## src/rtl/pqr5_subsystem_pkg.sv

```systemverilog
// Shared types and helpers for the data-memory access path.
// Holds the size encoding, the per-request metadata record and the lane helpers.
package pqr5_subsystem_pkg;

  typedef enum logic [1:0] {SZ_B = 2'b00, SZ_H = 2'b01, SZ_W = 2'b10} mem_size_t;

  typedef struct packed {
    logic       owner;
    logic       wen;
    logic [1:0] size;
    logic       uns;
    logic [1:0] off;
    logic       err;
  } dmem_meta_t;

  function automatic logic [3:0] size_en(input logic [1:0] size, input logic [1:0] off);
    case (size)
      SZ_B:    return 4'b0001 << off;
      SZ_H:    return 4'b0011 << off;
      SZ_W:    return 4'b1111;
      default: return 4'b0000;
    endcase
  endfunction

  // Pick the addressed lane out of the raw RAM word and extend it to 32 bits.
  function automatic logic [31:0] load_fmt(input logic [31:0] raw, input logic [1:0] size,
                                           input logic [1:0] off, input logic uns);
    logic [7:0]  b;
    logic [15:0] h;
    b = raw[{off, 3'b000} +: 8];
    h = off[1] ? raw[31:16] : raw[15:0];
    case (size)
      SZ_B:    return uns ? {24'd0, b} : {{24{b[7]}}, b};
      SZ_H:    return uns ? {16'd0, h} : {{16{h[15]}}, h};
      default: return raw;
    endcase
  endfunction

endpackage

```

## src/rtl/dmem_access_ctrl_if.sv

```systemverilog
// Requester-side bus of the data-memory access controller: two request ports
// and two response ports sharing one data/error return.
interface dmem_access_ctrl_if;
  logic [1:0]       i_req_valid;
  logic [1:0]       o_req_ready;
  logic [1:0]       i_req_wen;
  logic [1:0][1:0]  i_req_size;
  logic [1:0]       i_req_uns;
  logic [1:0][31:0] i_req_addr;
  logic [1:0][31:0] i_req_wdata;
  logic [1:0]       o_rsp_valid;
  logic [1:0]       i_rsp_ready;
  logic [31:0]      o_rsp_rdata;
  logic             o_rsp_err;

  modport master (
    output i_req_valid, i_req_wen, i_req_size, i_req_uns, i_req_addr, i_req_wdata, i_rsp_ready,
    input  o_req_ready, o_rsp_valid, o_rsp_rdata, o_rsp_err
  );

  modport slave (
    input  i_req_valid, i_req_wen, i_req_size, i_req_uns, i_req_addr, i_req_wdata, i_rsp_ready,
    output o_req_ready, o_rsp_valid, o_rsp_rdata, o_rsp_err
  );
endinterface

```

## src/rtl/dmem_rr_arb2.sv

```systemverilog
// Two-way request arbiter; round-robin or fixed priority (port 0 first).
// The pointer moves to the non-winning port after every accepted request.
module dmem_rr_arb2 #(
  parameter bit ARB_RR = 1'b1
) (
  input  logic       clk,
  input  logic       rst,
  input  logic [1:0] valid,
  input  logic       advance,
  output logic [1:0] grant
);

  logic ptr_r;

  // One-hot grant from the current requests and pointer.
  always_comb begin
    grant = 2'b00;
    if (ARB_RR) begin
      if (valid == 2'b11) begin
        grant = ptr_r ? 2'b10 : 2'b01;
      end else begin
        grant = valid;
      end
    end else begin
      if (valid[0]) begin
        grant = 2'b01;
      end else begin
        grant = valid & 2'b10;
      end
    end
  end

  // Pointer update: favour the other port after each accept.
  always_ff @(posedge clk) begin
    if (rst) begin
      ptr_r <= 1'b0;
    end else if (advance) begin
      ptr_r <= ~grant[1];
    end else begin
      ptr_r <= ptr_r;
    end
  end

endmodule

```

## src/rtl/dmem_access_ctrl.sv

```systemverilog
// Two-requester access controller for a 4-bank byte-enabled 32-bit data RAM.
// Issues one access per cycle, returns the formatted response one cycle later.
module dmem_access_ctrl
  import pqr5_subsystem_pkg::*;
#(
  parameter int  DEPTH  = 1024,
  parameter bit  ARB_RR = 1'b1,
  localparam int ADDR_W = $clog2(DEPTH)
) (
  input  logic              clk,
  input  logic              rst,
  dmem_access_ctrl_if.slave bus,
  output logic [3:0]        o_ram_en,
  output logic              o_ram_wen,
  output logic [ADDR_W-1:0] o_ram_addr,
  output logic [31:0]       o_ram_wdata,
  input  logic [31:0]       i_ram_rdata
);

  logic [1:0]  grant_s;
  logic        win_s;
  logic        can_accept_s;
  logic        accept_s;
  logic        rsp_taken_s;
  logic [1:0]  req_size_s;
  logic [31:0] req_addr_s;
  logic [31:0] req_wdata_s;
  logic        req_err_s;
  logic [31:0] fmt_s;
  logic        pend_r;
  logic        hold_valid_r;
  logic [31:0] hold_data_r;
  dmem_meta_t  meta_r;

  dmem_rr_arb2 #(.ARB_RR(ARB_RR)) u_arb (
    .clk     (clk),
    .rst     (rst),
    .valid   (bus.i_req_valid),
    .advance (accept_s),
    .grant   (grant_s)
  );

  // Winner selection, error classification and accept handshake.
  always_comb begin
    win_s        = grant_s[1];
    req_size_s   = bus.i_req_size[win_s];
    req_addr_s   = bus.i_req_addr[win_s];
    req_wdata_s  = bus.i_req_wdata[win_s];
    rsp_taken_s  = pend_r && bus.i_rsp_ready[meta_r.owner];
    can_accept_s = !pend_r || rsp_taken_s;
    case (req_size_s)
      SZ_B:    req_err_s = 1'b0;
      SZ_H:    req_err_s = req_addr_s[0];
      SZ_W:    req_err_s = (req_addr_s[1:0] != 2'b00);
      default: req_err_s = 1'b1;
    endcase
    // Anything beyond the RAM's word range is rejected as well.
    if (|req_addr_s[31:ADDR_W+2]) begin
      req_err_s = 1'b1;
    end else begin
      req_err_s = req_err_s;
    end
    if (rst) begin
      bus.o_req_ready = 2'b00;
    end else begin
      bus.o_req_ready = grant_s & {2{can_accept_s}};
    end
    accept_s = |(bus.i_req_valid & bus.o_req_ready);
  end

  // RAM issue in the accept cycle; erroneous requests are acked but never touch the RAM.
  always_comb begin
    o_ram_addr = req_addr_s[ADDR_W+1:2];
    case (req_size_s)
      SZ_B:    o_ram_wdata = {4{req_wdata_s[7:0]}};
      SZ_H:    o_ram_wdata = {2{req_wdata_s[15:0]}};
      default: o_ram_wdata = req_wdata_s;
    endcase
    if (accept_s && !req_err_s) begin
      o_ram_en = size_en(req_size_s, req_addr_s[1:0]);
    end else begin
      o_ram_en = 4'b0000;
    end
    if (accept_s) begin
      o_ram_wen = bus.i_req_wen[win_s];
    end else begin
      o_ram_wen = 1'b0;
    end
  end

  // Response outputs: fresh RAM data on the first cycle, the hold register afterwards.
  always_comb begin
    if (meta_r.wen || meta_r.err) begin
      fmt_s = 32'd0;
    end else begin
      fmt_s = load_fmt(i_ram_rdata, meta_r.size, meta_r.off, meta_r.uns);
    end
    if (pend_r) begin
      bus.o_rsp_valid = meta_r.owner ? 2'b10 : 2'b01;
      bus.o_rsp_rdata = hold_valid_r ? hold_data_r : fmt_s;
      bus.o_rsp_err   = meta_r.err;
    end else begin
      bus.o_rsp_valid = 2'b00;
      bus.o_rsp_rdata = 32'd0;
      bus.o_rsp_err   = 1'b0;
    end
  end

  // Pending response, its metadata and the back-pressure hold register.
  always_ff @(posedge clk) begin
    if (rst) begin
      pend_r       <= 1'b0;
      meta_r       <= '0;
      hold_valid_r <= 1'b0;
      hold_data_r  <= 32'd0;
    end else if (accept_s) begin
      pend_r       <= 1'b1;
      meta_r       <= '{owner: win_s, wen: bus.i_req_wen[win_s], size: req_size_s,
                        uns: bus.i_req_uns[win_s], off: req_addr_s[1:0], err: req_err_s};
      hold_valid_r <= 1'b0;
    end else if (rsp_taken_s) begin
      pend_r       <= 1'b0;
      hold_valid_r <= 1'b0;
    end else if (pend_r && !hold_valid_r) begin
      hold_valid_r <= 1'b1;
      hold_data_r  <= fmt_s;
    end else begin
      hold_valid_r <= hold_valid_r;
    end
  end

endmodule

```

## src/flat_wrapper.sv

```systemverilog
// flat-port wrapper written by rule: the top's interface ports become plain ports
module dmem_access_ctrl_flat import pqr5_subsystem_pkg::*;
#(
  parameter int  DEPTH  = 1024,
  parameter bit  ARB_RR = 1'b1,
  localparam int ADDR_W = $clog2(DEPTH)
)
  (clk, rst, o_ram_en, o_ram_wen, o_ram_addr, o_ram_wdata, i_ram_rdata, bus_i_req_valid, bus_i_req_wen, bus_i_req_size, bus_i_req_uns, bus_i_req_addr, bus_i_req_wdata, bus_i_rsp_ready, bus_o_req_ready, bus_o_rsp_valid, bus_o_rsp_rdata, bus_o_rsp_err);
  dmem_access_ctrl_if bus_i ();
  input  logic clk;
  input  logic rst;
  output logic [3:0] o_ram_en;
  output logic o_ram_wen;
  output logic [ADDR_W-1:0] o_ram_addr;
  output logic [31:0] o_ram_wdata;
  input  logic [31:0] i_ram_rdata;
  input wire logic [$bits(bus_i.i_req_valid)-1:0] bus_i_req_valid;
  input wire logic [$bits(bus_i.i_req_wen)-1:0] bus_i_req_wen;
  input wire logic [$bits(bus_i.i_req_size)-1:0] bus_i_req_size;
  input wire logic [$bits(bus_i.i_req_uns)-1:0] bus_i_req_uns;
  input wire logic [$bits(bus_i.i_req_addr)-1:0] bus_i_req_addr;
  input wire logic [$bits(bus_i.i_req_wdata)-1:0] bus_i_req_wdata;
  input wire logic [$bits(bus_i.i_rsp_ready)-1:0] bus_i_rsp_ready;
  output wire logic [$bits(bus_i.o_req_ready)-1:0] bus_o_req_ready;
  output wire logic [$bits(bus_i.o_rsp_valid)-1:0] bus_o_rsp_valid;
  output wire logic [$bits(bus_i.o_rsp_rdata)-1:0] bus_o_rsp_rdata;
  output wire logic [$bits(bus_i.o_rsp_err)-1:0] bus_o_rsp_err;
  assign bus_i.i_req_valid = bus_i_req_valid;
  assign bus_i.i_req_wen = bus_i_req_wen;
  assign bus_i.i_req_size = bus_i_req_size;
  assign bus_i.i_req_uns = bus_i_req_uns;
  assign bus_i.i_req_addr = bus_i_req_addr;
  assign bus_i.i_req_wdata = bus_i_req_wdata;
  assign bus_i.i_rsp_ready = bus_i_rsp_ready;
  assign bus_o_req_ready = bus_i.o_req_ready;
  assign bus_o_rsp_valid = bus_i.o_rsp_valid;
  assign bus_o_rsp_rdata = bus_i.o_rsp_rdata;
  assign bus_o_rsp_err = bus_i.o_rsp_err;
  dmem_access_ctrl #(.DEPTH(DEPTH), .ARB_RR(ARB_RR)) u_core (.clk(clk), .rst(rst), .bus(bus_i), .o_ram_en(o_ram_en), .o_ram_wen(o_ram_wen), .o_ram_addr(o_ram_addr), .o_ram_wdata(o_ram_wdata), .i_ram_rdata(i_ram_rdata));
endmodule
```

## config.mk

```make
export PLATFORM = sky130hd
export DESIGN_NAME = dmem_access_ctrl_flat
export DESIGN_NICKNAME = d
export VERILOG_FILES = /design/src/rtl/pqr5_subsystem_pkg.sv /design/src/rtl/dmem_access_ctrl_if.sv /design/src/rtl/dmem_rr_arb2.sv /design/src/rtl/dmem_access_ctrl.sv /design/src/flat_wrapper.sv
export SDC_FILE = /design/constraint.sdc
export NUM_CORES = 1
export LEC_CHECK = 0
export BUFFER_PORTS_ARGS = -buffer_cell sky130_fd_sc_hd__buf_2
export CAP_MARGIN = 30
export CORE_ASPECT_RATIO = 0.6
export CORE_MARGIN = 2
export CORE_UTILIZATION = 46
export CTS_CLUSTER_DIAMETER = 120
export DETAILED_ROUTE_END_ITERATION = 7
export PLACE_DENSITY = 0.87
export SLEW_MARGIN = 30
export SYNTH_ARGS = -nofsm -noshare
export SYNTH_HDL_FRONTEND = slang
export SYNTH_SLANG_ARGS = --single-unit
export TNS_END_PERCENT = 20
```

## constraint.sdc

```tcl
create_clock -name clk -period 6.8 [get_ports clk]
set_input_delay 1.36 -clock clk [delete_from_list [all_inputs] [get_ports clk]]
set_output_delay 1.36 -clock clk [all_outputs]
set_load 0.05 [all_outputs]
```

== After elaboration in Yosys (flattened, before gate mapping) ==
Index checks and enable logic that the tools add are counted.

* Register bits: 43
* Bits of input ports: 174
* Output and inout bits: 84
* Logic and storage cells: 73

* Order comparisons: 2
* Eq/ne operators: 4
* Shift-type cells: 3
* Muxes and demuxes: 33
* Bitwise operators: 5
* Reduce and logical (&&, ||, !) cells: 16

{| class="wikitable"
|+ Operators with widths
! operator !! count
|-
| 32-bit two-way mux || 9
|-
| 32-bit one-hot mux with 2 select lines || 2
|-
| 32-bit by 6-bit indexed part select with 8-bit output || 1
|-
| 20-bit OR reduction || 1
|-
| 16-bit two-way mux || 1
|-
| 2-bit two-way mux || 7
|-
| 4-bit one-hot mux with 3 select lines || 1
|-
| 1-bit two-way mux || 11
|-
| 2-bit AND || 2
|-
| 2-bit by 1-bit == test with 1-bit output (second input constant) || 2
|-
| 2-bit == test (second input constant) || 2
|-
| 2-bit zero test || 2
|-
| 1-bit by 2-bit < comparator with 1-bit output (second input constant) || 2
|-
| 4-bit two-way mux || 1
|-
| 2-bit nonzero test || 2
|-
| 4-bit OR reduction || 1
|-
| 1-bit by 2-bit << shifter with 4-bit output (first input constant) || 1
|-
| 2-bit by 2-bit << shifter with 4-bit output (first input constant) || 1
|-
| 1-bit logical AND || 3
|-
| 1-bit zero test || 3
|-
| 1-bit inverter || 3
|-
| 1-bit one-hot mux with 3 select lines || 1
|-
| 3-bit AND reduction || 1
|-
| 1-bit logical OR || 2
|-
| 2-bit OR reduction || 1
|}

== Depth between registers and ports, before layout ==
* Word-level depth: 10
* Gate-level depth with buffers: 8
* Mapped depth without buffers: 5

== Modules after synthesis ==
From an unflattened synthesis, not the netlist that was laid out.

* Cell total of the unflattened synthesis: 487
* Area, all modules: 3617.2 um^2

{| class="wikitable"
|+ By module, submodules not included
! module !! instances !! cells an instance !! area an instance (um^2)
|-
| dmem_access_ctrl || 1 || 481 || 3563.4
|-
| dmem_rr_arb2 || 1 || 6 || 53.8
|}

== Worst setup path before layout ==
Ideal clock, no wire load.

* Path type: in2out
* From: input bus_i_req_addr[28]
* To: output o_ram_en[0]
* Arrival time: 3939 ps
* Data required time: 5440 ps
* Slack: 1501 ps
* Stages: 4
* Path buffers: 0
* Path through: or4_1 -> nor4_1 -> o2111ai_1 -> nor4_1

* Cells in the longest elaborated chain, start to end: 7

{| class="wikitable"
|+ Ends and longest elaborated chain
! element !! line !! text
|-
| start: declaration || flat_wrapper.sv:21 || <nowiki>input wire logic [$bits(bus_i.i_req_addr)-1:0] bus_i_req_addr;</nowiki>
|-
| 32-bit two-way mux (implied by the code) (2 in series) || dmem_access_ctrl.sv:47 || <nowiki>req_addr_s = bus.i_req_addr[win_s];</nowiki>
|-
| 20-bit OR reduction || dmem_access_ctrl.sv:58 || <nowiki>if (|req_addr_s[31:ADDR_W+2]) begin</nowiki>
|-
| 1-bit two-way mux || dmem_access_ctrl.sv:58 ||
|-
| 1-bit zero test || dmem_access_ctrl.sv:79 || <nowiki>if (accept_s && !req_err_s) begin</nowiki>
|-
| 1-bit logical AND || dmem_access_ctrl.sv:79 ||
|-
| 4-bit two-way mux || dmem_access_ctrl.sv:79 ||
|-
| end: declaration || flat_wrapper.sv:12 || <nowiki>output logic [3:0] o_ram_en;</nowiki>
|}

Every way passes these cells. The select of a mux whose other input is x is not followed.

== Final worst setup path ==
* From: input bus_i_req_valid[0]
* To: output o_ram_wdata[10]

* Cells in the longest elaborated chain, start to end: 6
* Elaborated cells between the ends (all ways): 9
* Those cells by class: 2 x eq/ne; 6 x mux; 1 x reduce/logical

{| class="wikitable"
|+ Ends and longest elaborated chain
! element !! line !! text
|-
| start: declaration || flat_wrapper.sv:17 || <nowiki>input wire logic [$bits(bus_i.i_req_valid)-1:0] bus_i_req_valid;</nowiki>
|-
| 2-bit == test (*) || dmem_rr_arb2.sv:19 || <nowiki>if (valid == 2'b11) begin</nowiki>
|-
| 2-bit two-way mux (*) || dmem_rr_arb2.sv:19 ||
|-
| 2-bit two-way mux (implied by the code) (2 in series) || dmem_access_ctrl.sv:46 || <nowiki>req_size_s = bus.i_req_size[win_s];</nowiki>
|-
| 2-bit by 1-bit == test with 1-bit output / 2-bit zero test (equally long branches) || dmem_access_ctrl.sv:74 || <nowiki>case (req_size_s)</nowiki>
|-
| 32-bit one-hot mux with 2 select lines (*) || dmem_access_ctrl.sv:74 ||
|-
| end: declaration || flat_wrapper.sv:15 || <nowiki>output logic [31:0] o_ram_wdata;</nowiki>
|}

Mark *: on every way between the ends. The rest lies on a longest branch, timed or not. The select of a mux whose other input is x is not followed.

==> flow_metrics.env <==
export IMPL_startpoint_type="input port"
export IMPL_critPathArrivalTime_ps=3520
export IMPL_busiest_layer="met2"
export IMPL_setup_viol=0
export IMPL_postCtsSetupRepairBufs=0
export IMPL_use_met3_pct=6.52
export IMPL_clock_skew_ps=7.39
export IMPL_vias_per_cell=5.84
export IMPL_use_met2_pct=51.9
export IMPL_p_leak_uw=0.00263
export IMPL_grt_overflow_total=0
export IMPL_synth_avg_cell_area_sq_um=7.76
export IMPL_synth_seq_area_share_pct=22.6
export IMPL_fin_crit_sh_pct=71.7
export IMPL_peakVddDrop_uv=149
export IMPL_holdWs_ps=461
export IMPL_globalplace_congestion=0.947
export IMPL_clk_latency_ps=280
export IMPL_maxCapViolations=0
export IMPL_clockBufferDepth=2
export IMPL_n_antenna_cell=0
export IMPL_final_max_slew_viol_count=0
export IMPL_drive_gt1_share_pct=45.3
export IMPL_fin_util_pct=65.8
export IMPL_wirelength_um=14500
export IMPL_timing_worst_setup_path_type="input port to output port"
export IMPL_ios=258
export IMPL_yosysTopAreaCell="dfxtp_1"
export IMPL_cp_max_fo=50
export IMPL_design_area_sq_mm=0.00523
export IMPL_use_met1_pct=41.6
export IMPL_rsz0062_at_grt="no"
export IMPL_max_freq_mhz=205
export IMPL_cts_repair_resized=0
export IMPL_drtIter0Drc=551
export IMPL_synth_cell_type_count=46
export IMPL_regToRegSetupSlack_ps=4040
export IMPL_dp_hpwl_um=11600
export IMPL_syn_area_sq_mm=0.00382
export IMPL_slew_headroom_pct=34.5
export IMPL_tightest_slew_ps=982
export IMPL_powerDensity_mw_per_mm2=205
export IMPL_status="completed"
export IMPL_yosysTopAreaCellShare_pct=22.6
export IMPL_drc=0
export IMPL_yosys_warnings=0
export IMPL_synthCells=492
export IMPL_grt_pass1_wl_um=22300
export IMPL_grt_pass1_vias=4522
export IMPL_cts_tree="built"
export IMPL_synth_nets=666
export IMPL_dieHeight_um=74.6
export IMPL_hold_class="flop to flop"
export IMPL_dpl_cell_area_sq_mm=0.00505
export IMPL_ant_nets=0
export IMPL_wl_per_cell_um=17.6
export IMPL_cts_root_buf="clkbuf_16"
export IMPL_hold_buffers=0
export IMPL_grt_total_usage_pct=31.0
export IMPL_core_area_sq_mm=0.00795
export IMPL_start_util_pct=48.0
export IMPL_grt_max_degree=51
export IMPL_nNetsFinal=889
export IMPL_h_tree_depth=2
export IMPL_drtPass1Iterations=6
export IMPL_path_clk_slew_ps=60
export IMPL_synthTopCellsByArea="dfxtp_1 23%, mux2_2 12%, mux2i_1 10%, nand2_1 8.8%, a22o_1 8.0%"
export IMPL_placement_io_buffers=257
export IMPL_fin_tns_setup_ps=0
export IMPL_antenna_found_initial=0
export IMPL_fin_crit_ps=4880
export IMPL_fp_row_count=25
export IMPL_dieWidth_um=122
export IMPL_syn_to_final_growth_pct=37.0
export IMPL_cts_buffers=5
export IMPL_hold_viol_final=0
export IMPL_vias=4815
export IMPL_crit_required_ps=5440
export IMPL_dieArea_sq_mm=0.00906
export IMPL_worst_setup_path_end_kind="output port"
export IMPL_cts_sinks=43
export IMPL_synth_seq_cells=43
==> where the power goes <==
group | internal, uW | switching (uW) | leakage [uW]
Clock | 173 | 103 | 0.0000838
Sequential | 267 | 16.2 | 0.000351
Combinational | 161 | 349 | 0.00220
==> worst paths after layout <==
kind | start | cells after the start | end
worst max-delay path | bus_i_req_valid[0] | 8 | o_ram_wdata[10]
worst min-delay path | u_core.hold_data_r[3]$_SDFFE_PP0P_ | 2 | u_core.hold_data_r[3]$_SDFFE_PP0P_
worst max register to register | u_core.meta_r[2]$_SDFFE_PP0P_ | 4 | u_core.hold_data_r[12]$_SDFFE_PP0P_
worst min register to register | u_core.hold_data_r[3]$_SDFFE_PP0P_ | 2 | u_core.hold_data_r[3]$_SDFFE_PP0P_
==> final cells by class <==
cell class,instances,area [sq um]
inverter,21,78.8
clock buffer,5,125
clock inverter,3,43.8
multi-input combinational,383,2670
tap,108,135
timing repair buffer,261,1320
fill,663,2720
sequential,43,861
==> cells in the mapped netlist, drive strengths merged <==
cell type and instances:
a211oi 6, a21boi 1, a21oi 7, a22o 35
a22oi 1, a31oi 8, a32o 14, and2 6
and3 1, buf 21, clkbuf 24, dfxtp 43
inv 21, mux2 41, mux2i 38, mux4 1
nand2 89, nand2b 18, nand3 9, nand3b 1
nand4 1, nor2 22, nor2b 2, nor3 5
nor4 11, o2111ai 1, o211ai 2, o21a 2
o21ai 41, o21bai 3, o221a 1, o221ai 8
o22a 1, o31ai 2, o41ai 1, or2 1
or4 2, or4b 1
==> metal layers <==
layer  wire length (um)  vias to the layer above
met5                  0                        -
met4                204                        0
met3               1370                       21
met2               6630                      296
met1               6340                     2257
li1                   -                     2241
==> through the flow <==
stage / std cells / power [uW] / worst slack (ps)
floorplan: 492 / 657 / 1500
global placement: 816 / 781 / 2020
detailed placement: 816 / 792 / 1940
CTS: 824 / 1070 / 1930
global route: 824 / 1110 / 1780
finish: 824 / 1070 / 1920
==> flip-flops by register name, summed over array words and instances, names as in the netlist <==
register,cells
u_core.pend_r,1
u_core.meta_r,8
u_core.hold_valid_r,1
u_core.hold_data_r,32
u_core.u_arb.ptr_r,1
==> cell families (layout without fill, tap and decap cells) <==
logic type	after synthesis	count (layout)	synth area share, %
AOI/OAI and AO/OA	134	134	25.6
DFF	43	43	22.6
and+or+nand+nor	169	169	20.9
muxes	80	80	22.7
buffers and inverters	66	290	8.29
==> critical path, stage by stage <==
cell	delay, ps
buf_2	100
nand2b_1	80
nand2_2	130
buf_4	520
mux2i_1	340
nand2_1	340
mux2_2	390
buf_2	210
==> cell usage in the layout, fill, tap and decap left out, types with 4 or more instances in the layout <==
master and instances:
o21ai_0 41, a21oi_1 7, mux2_2 41, a22o_1 35
dfxtp_1 43, buf_4 4, o221ai_1 7, buf_2 257
inv_1 21, nor4_1 11, nor2_1 20, clkbuf_16 5
nand2_1 88, nand3_1 9, a31oi_1 7, nand2b_1 18
mux2i_1 37, a211oi_1 6, a32o_1 14
(Power assumes the default switching activity.)
